## config.mk

```make
export PLATFORM = sky130hd
export DESIGN_NAME = secded_stream_dec
export DESIGN_NICKNAME = d
export VERILOG_FILES = /design/src/rtl/secded_stream_dec.sv
export SDC_FILE = /design/constraint.sdc
export NUM_CORES = 1
export LEC_CHECK = 0
export BUFFER_PORTS_ARGS = -buffer_cell sky130_fd_sc_hd__buf_2
export CORE_MARGIN = 2
export CORE_UTILIZATION = 45
export DETAILED_ROUTE_END_ITERATION = 8
export HOLD_SLACK_MARGIN = 0.03
export PLACE_DENSITY = 0.68
export REMOVE_ABC_BUFFERS = 1
export SKIP_CTS_REPAIR_TIMING = 1
export SYNTH_ARGS = -nofsm -noshare
export SYNTH_HDL_FRONTEND = slang
export SYNTH_SLANG_ARGS = --single-unit
```

## constraint.sdc

```tcl
create_clock -name clk -period 1.8 [get_ports clk]
set_input_delay 0.27 -clock clk [delete_from_list [all_inputs] [get_ports clk]]
set_output_delay 0.27 -clock clk [all_outputs]
set_load 0.02 [all_outputs]
```

## src/rtl/secded_stream_dec.sv

```systemverilog
// Streaming extended-Hamming (SECDED) decoder: two-stage valid/ready pipeline
// with optional single-bit correction and saturating error statistics.
module secded_stream_dec #(
    parameter int DATA_W = 11,
    parameter int CNT_W  = 16,
    localparam int P      = (DATA_W == 4)  ? 3 :
                            (DATA_W == 11) ? 4 :
                            (DATA_W == 26) ? 5 : 6,
    localparam int CODE_W = DATA_W + P + 1
) (
    input  logic              clk,
    input  logic              reset,
    input  logic              in_valid,
    output logic              in_ready,
    input  logic [CODE_W-1:0] in_code,
    input  logic              corr_en,
    output logic              out_valid,
    input  logic              out_ready,
    output logic [DATA_W-1:0] out_data,
    output logic              out_sgl,
    output logic              out_dbl,
    output logic [P-1:0]      out_syn,
    input  logic              clr_cnt,
    output logic [CNT_W-1:0]  cnt_words,
    output logic [CNT_W-1:0]  cnt_sgl,
    output logic [CNT_W-1:0]  cnt_dbl
);

    generate
        if (!(DATA_W == 4 || DATA_W == 11 || DATA_W == 26 || DATA_W == 57)) begin : g_bad_data_w
            $error("secded_stream_dec: DATA_W must be 4, 11, 26 or 57");
        end
    endgenerate

    // Syndrome: XOR of the indices of every set bit above the overall-parity bit.
    function automatic logic [P-1:0] calc_syn(input logic [CODE_W-1:0] code);
        logic [P-1:0] s;
        s = '0;
        for (int i = 1; i < CODE_W; i++) begin
            if (code[i]) begin
                s = s ^ P'(i);
            end
        end
        return s;
    endfunction

    // Payload sits LSB-first in every position that is not a power of two.
    function automatic logic [DATA_W-1:0] extract_data(input logic [CODE_W-1:0] code);
        logic [DATA_W-1:0] d;
        int                j;
        d = '0;
        j = 0;
        for (int i = 3; i < CODE_W; i++) begin
            if ((i & (i - 1)) != 0) begin
                d[j] = code[i];
                j++;
            end
        end
        return d;
    endfunction

    function automatic logic [CNT_W-1:0] sat_inc(input logic [CNT_W-1:0] v);
        return (v == '1) ? v : v + CNT_W'(1);
    endfunction

    logic              s1_valid;
    logic [CODE_W-1:0] s1_code;
    logic [P-1:0]      s1_syn;
    logic              s1_q;
    logic              s1_corr;

    logic              s2_adv;
    logic              out_xfer;

    logic              s2_sgl_d;
    logic              s2_dbl_d;
    logic [CODE_W-1:0] s2_flip_d;
    logic [DATA_W-1:0] s2_data_d;

    assign s2_adv   = !out_valid || out_ready;
    assign in_ready = !s1_valid || s2_adv;
    assign out_xfer = out_valid && out_ready;

    always_ff @(posedge clk) begin
        if (reset) begin
            s1_valid <= 1'b0;
            s1_code  <= '0;
            s1_syn   <= '0;
            s1_q     <= 1'b0;
            s1_corr  <= 1'b0;
        end else if (in_ready) begin
            s1_valid <= in_valid;
            if (in_valid) begin
                s1_code <= in_code;
                s1_syn  <= calc_syn(in_code);
                s1_q    <= ^in_code;
                s1_corr <= corr_en;
            end
        end
    end

    // A zero syndrome with odd parity flips bit 0, which never reaches the payload.
    always_comb begin
        s2_sgl_d  = s1_q;
        s2_dbl_d  = !s1_q && (s1_syn != '0);
        s2_flip_d = '0;
        if (s1_q && s1_corr) begin
            s2_flip_d = CODE_W'(1) << s1_syn;
        end
        s2_data_d = extract_data(s1_code ^ s2_flip_d);
    end

    always_ff @(posedge clk) begin
        if (reset) begin
            out_valid <= 1'b0;
            out_data  <= '0;
            out_sgl   <= 1'b0;
            out_dbl   <= 1'b0;
            out_syn   <= '0;
        end else if (s2_adv) begin
            out_valid <= s1_valid;
            if (s1_valid) begin
                out_data <= s2_data_d;
                out_sgl  <= s2_sgl_d;
                out_dbl  <= s2_dbl_d;
                out_syn  <= s1_syn;
            end
        end
    end

    // Clear beats a same-cycle transfer; reset beats both.
    always_ff @(posedge clk) begin
        if (reset || clr_cnt) begin
            cnt_words <= '0;
            cnt_sgl   <= '0;
            cnt_dbl   <= '0;
        end else if (out_xfer) begin
            cnt_words <= sat_inc(cnt_words);
            if (out_sgl) begin
                cnt_sgl <= sat_inc(cnt_sgl);
            end
            if (out_dbl) begin
                cnt_dbl <= sat_inc(cnt_dbl);
            end
        end
    end

endmodule

```

After elaboration in Yosys (flattened, before gate mapping)
Cells that the tools add are included.
{ "word_totals": {"regBits": 89, "ram_bits": 0, "latch_bits": 0, "mem_bits_ro": 0, "mem_count": 0, "elab_cells": 112} }
{ "op_classes": {"n_reduce_logical": 16, "mux": 58, "multipliers": 0, "n_eq_ne": 3, "shift": 1, "n_div": 0, "magnitude_cmp": 0, "n_bitwise": 18, "addsub": 3} }
{ "op_table": {"columns": ["op", "count"], "rows": [
  ["$mux 4", 50],
  ["$add 16x1->16 const B", 3],
  ["$eq 16x16->1 const B", 3],
  ["$mux 16", 1],
  ["$reduce_xor 16->1", 1],
  ["$shl 1x4->16 const A", 1],
  ["$xor 16x16->16", 1],
  ["$mux 3", 4],
  ["$not 2->2", 6],
  ["$not 3->3", 4],
  ["$not 1->1", 6],
  ["$reduce_and 2->1", 3],
  ["$reduce_and 3->1", 2],
  ["$mux 2", 2],
  ["$not 4->4", 1],
  ["$reduce_bool 4->1", 1],
  ["$logic_and 1x1->1", 3],
  ["$logic_not 1->1", 3],
  ["$logic_or 1x1->1", 3],
  ["$mux 1", 1]
]} }

Longest topological paths before layout
{ "logic_depth": {"depth_word": 72, "mapped_depth": 6, "ltp_nobuf": 6} }

Worst setup path after synthesis
Ideal clock, no wire load.
{ "synth_path": {"path_kind": "flip-flop to flip-flop", "start": "register cnt_sgl[0]", "end": "register cnt_sgl[1]", "arrival_ps": 1588, "stages_incl_launch_ff": 7, "setup_time_ps": 128, "n_path_buf": 0, "slack_ps": 84, "t_required_ps": 1672, "cell_sequence": "dfxtp_1 -> ha_1 -> nand3_1 -> nor4_4 -> a21oi_1 -> mux2i_1 -> nor2_1"} }
{ "synth_between": {"elab_chain_cells": 3, "word_cells_on_any_way": 4, "cone_classes": "1 x add/sub; 1 x eq/ne; 1 x bitwise; 1 x reduce/logical"} }
{ "synth_rtl": {"columns": ["item", "line_no", "rtl"], "rows": [
  ["from (decl)", "25", "output logic [CNT_W-1:0] cnt_sgl,"],
  ["from (signal assigned)", "140", "cnt_sgl <= sat_inc(cnt_sgl);"],
  ["parallel branches: the longest is 3 deep, another holds $add 16x1->16", null, null]
]} }
Several ways; the timed one is not identified.
A chain may end at the register's enable or synchronous reset.

Worst setup path in the final report
{ "layout_path": {"start": "register cnt_words[0]", "end": "register cnt_words[11]"} }
{ "layout_between": {"elab_chain_cells": 3, "word_cells_on_any_way": 4, "cone_classes": "1 x add/sub; 1 x eq/ne; 1 x bitwise; 1 x reduce/logical"} }
{ "layout_rtl": {"columns": ["item", "line_no", "rtl"], "rows": [
  ["from (decl)", "24", "output logic [CNT_W-1:0] cnt_words,"],
  ["from (signal assigned)", "138", "cnt_words <= sat_inc(cnt_words);"],
  ["parallel branches: the longest is 3 deep, another holds $add 16x1->16", null, null]
]} }
Several ways; the timed one is not identified.

==> results.toml <==
[yosys]
synth-edff-count = 0
synth.cell_area_sq_um = 4030
netlist_instances = 465
synth_area_leader_cell = "sky130_fd_sc_hd__dfxtp_1"
dominantRegCellSynth = "sky130_fd_sc_hd__dfxtp_1"
synth_area_per_cell_sq_um = 8.66
yosysWarningCount = 0
yosysTopAreaCellShare_pct = 41.8
yosys-top-cells-area = "sky130_fd_sc_hd__dfxtp_1 (42%), sky130_fd_sc_hd__xnor2_1 (11%), sky130_fd_sc_hd__nor2_1 (6.9%), sky130_fd_sc_hd__xor2_1 (5.4%), sky130_fd_sc_hd__nand2_1 (4.8%)"
asyncSetResetFlopFracSynth_pct = 0
yosys_register_bits = 84
number_of_distinct_library_cell_variants_in_the_gate_level_netlist_after_synthesis = 47
synth_seq_area_share_pct = 41.8

[power]
swShare_pct = 26.8
p_leak_nw = 1.95
power_report.internal_total_w = 0.00275
pwr-share-seq_pct = 52.8
vdd.ir_drop.worst_v = 0.000603
p_per_area_nw_per_um2 = 765
total_power_w = 0.00375
power.share.combinational_pct = 10.8
total_switching_power_w = 0.00100
p_clk_share_pct = 36.4

[final_layout]
num-nets-final = 593
number_of_antenna_cells_inserted = 0
finalNonFillerCells = 681
final.fill_count = 843
flow.area_growth_from_synthesis_pct = 21.8
layout-drive-gt1-share_pct = 24.6

[global_routing]
pin_count_of_the_biggest_net_entering_global_routing = 37
antenna_found_initial = 0
grt_pass1_wl_um = 14800
global_route.overflow_total = 0
first_global_vias = 3274
grt_util_all_layers_pct = 18.2

[setup_path]
timing.critical_path.required_ps = 2050
timing.critical_path.fanout_max = 4
timing.critical_path.from_type = "flop"
worstRegToRegCells = 6
r2r_start = "cnt_words[0]"
r2r_end = "cnt_words[11]"
reg2reg_slack_ps = 100
worstSetupEndpointType = "flop"
arrival_time_of_data_at_the_critical_path_endpoint_ps = 1950
crit_type = "reg2reg"
critPathLaunch = "cnt_words[0]"

[die]
die_h_um = 98.6
die_area_sq_um = 9720
die_width_um = 98.6
core.rowCount = 34
io_pins = 89
floorplan.initialDensity_pct = 46.4
core-area_sq_um = 8680

[detailed_routing]
ant_nets = 0
route.vias.total = 3523
viasPerCell = 5.17
remaining_drc_errors = 0
detailedRoute.firstIterationViolations = 104
wirelength_um = 8790
drt_pass1_iterations = 4
post_drt_wl_per_cell_um = 12.9

[timing]
fmax_mhz = 589
slew_viol_final = 0
timing.max_slew.rel_slack_pct = 42.1
finalSetupViolations = 0
fin_worst_skew_ps = 8.08
final-hold-violation-count = 0
holdWs_ps = 160
worst_slew_pin_slew_ps = 869
timing.final.crit_share_pct = 94.3
fin_crit_ps = 1700

[clock_network]
h-tree-depth = 3
worst_setup_hold_path_clk_slew_ps = 90
numClockSinks = 84
clk_path_buf_depth = 2
cts_tree = "built"
cts_inserted_buffers = 9
cts.root.buffer_cell = "sky130_fd_sc_hd__clkbuf_8"
worst_skew_late_latency_ps = 350

[placement]
place.port_buffers = 88
gp_routability_congestion = 0.907
place_inst = 665
dp_hpwl_um = 6610

[hold_path]
timing.hold.worst_path_depth = 3
hold_worst_path_end = "s1_valid"
worst_min_path_start = "in_valid"
hold_class = "in2reg"

[job]
cap_violations = 0

[status]
outcome = "finished clean"
cell type report:
type | instances | area (sq um) | share of cell area [%]
clock buffers | 9 | 124 | 2.53
repair buffers | 109 | 598 | 12.2
multi-input cells | 361 | 2280 | 46.5
flip-flops and latches | 84 | 1680 | 34.3
well taps | 108 | 135 | 2.76
inverters | 3 | 11.3 | 0.230
clock inverters | 7 | 75.1 | 1.53
critical path, cell delays in order (launching register included):
cell and delay [ps]:
sky130_fd_sc_hd__dfxtp_1 340, sky130_fd_sc_hd__ha_1 220, sky130_fd_sc_hd__and3_1 220, sky130_fd_sc_hd__and4_4 220, sky130_fd_sc_hd__nor4b_1 390, sky130_fd_sc_hd__xnor2_1 160, sky130_fd_sc_hd__nor2_1 50
cells in the final DEF, fill, tap and decap left out, types with 3 or more instances in the layout:
| cell | n |
|---|---|
| sky130_fd_sc_hd__o21ai_0 | 5 |
| sky130_fd_sc_hd__nand2_1 | 51 |
| sky130_fd_sc_hd__and2_1 | 4 |
| sky130_fd_sc_hd__nand3_1 | 15 |
| sky130_fd_sc_hd__nor4b_1 | 3 |
| sky130_fd_sc_hd__nand2b_1 | 3 |
| sky130_fd_sc_hd__nor2_1 | 74 |
| sky130_fd_sc_hd__mux2i_1 | 3 |
| sky130_fd_sc_hd__a21oi_1 | 26 |
| sky130_fd_sc_hd__nand4_1 | 9 |
| sky130_fd_sc_hd__nor4_1 | 4 |
| sky130_fd_sc_hd__and4_1 | 4 |
| sky130_fd_sc_hd__dfxtp_1 | 83 |
| sky130_fd_sc_hd__clkbuf_8 | 9 |
| sky130_fd_sc_hd__xnor2_1 | 51 |
| sky130_fd_sc_hd__clkinvlp_4 | 3 |
| sky130_fd_sc_hd__nand4b_1 | 3 |
| sky130_fd_sc_hd__buf_2 | 88 |
| sky130_fd_sc_hd__and3_1 | 7 |
| sky130_fd_sc_hd__inv_1 | 3 |
| sky130_fd_sc_hd__ha_1 | 3 |
| sky130_fd_sc_hd__o211ai_1 | 6 |
| sky130_fd_sc_hd__buf_4 | 21 |
| sky130_fd_sc_hd__o2111ai_1 | 4 |
| sky130_fd_sc_hd__nor3_1 | 14 |
| sky130_fd_sc_hd__a211oi_1 | 18 |
| sky130_fd_sc_hd__xor2_1 | 25 |
power groups by stage:
stage | registers (W) | logic, W | clock network (W)
2_1_floorplan | 0.00204 | 0.000254 | 0
3_3_place_gp | 0.00202 | 0.000405 | 0
3_5_place_dp | 0.00202 | 0.000409 | 0
4_1_cts | 0.00198 | 0.000410 | 0.00140
5_1_grt | 0.00199 | 0.000449 | 0.00147
6_report | 0.00198 | 0.000406 | 0.00137
worst max path at each step:
stage,to,slack [ps],cells past startpoint
6_report,cnt_words[11],100,6
5_1_grt,cnt_sgl[0],-20,6
4_1_cts,cnt_dbl[1],70,6
3_5_place_dp,cnt_dbl[1],80,6
3_3_place_gp,cnt_sgl[12],150,5
2_1_floorplan,cnt_sgl[15],-260,3
metrics by stage:
stage          utilization [%]  TNS [ps]  cell area, sq um  worst slack, ps
3_3_place_gp              54.0         0              4680              148
3_5_place_dp              54.0         0              4680             83.8
2_1_floorplan                -     -4440              3950             -255
4_1_cts                   56.2         0              4880             69.6
5_1_grt                   56.5     -17.9              4900            -17.9
6_report                  56.5         0              4900              103
flip-flops by register name, summed over array words and instances, names as in the netlist, 4 cells and up:
name	flops
cnt_dbl	16
cnt_sgl	16
out_syn	4
s1_syn	4
out_data	11
s1_code	11
cnt_words	16
per-layer routing:
layer | wire, um | track usage (%) | up-vias
li1 | - | - | 1816
met1 | 4080 | 23.4 | 1604
met2 | 4230 | 30.2 | 91
met3 | 372 | 3.26 | 12
met4 | 117 | 7.59 | 0
met5 | 0 | 0 | -
cells in the mapped netlist, drive strengths merged, types with 2 or more instances:
master   number
o21ai         7
nand4        12
nand2        51
xor2         26
buf          10
nor2b         2
o211ai        6
and4          6
ha            3
nor3         14
clkbuf        7
nor2         74
nor4b         4
nand4b        3
a211oi       18
o2111ai       4
mux2i         3
nor4          6
nor3b         4
xnor2        51
nand3        15
or3           2
and2          5
dfxtp        84
inv           3
a21oi        26
or2           2
and3          8
nand2b        3
kinds of logic (layout without fill, tap and decap cells):
logic type      after synthesis  in the layout  share of synthesized area, %
xor+xnor                     77             77                          16.9
buf+inv                      20            128                          2.21
fa+ha+maj                     3              3                         0.932
simple gates                213            213                          27.2
flops                        84             84                          41.8
compound gates               65             65                          10.2
mux                           3              3                         0.746
No activity file was read; power rests on OpenSTA's default activity.
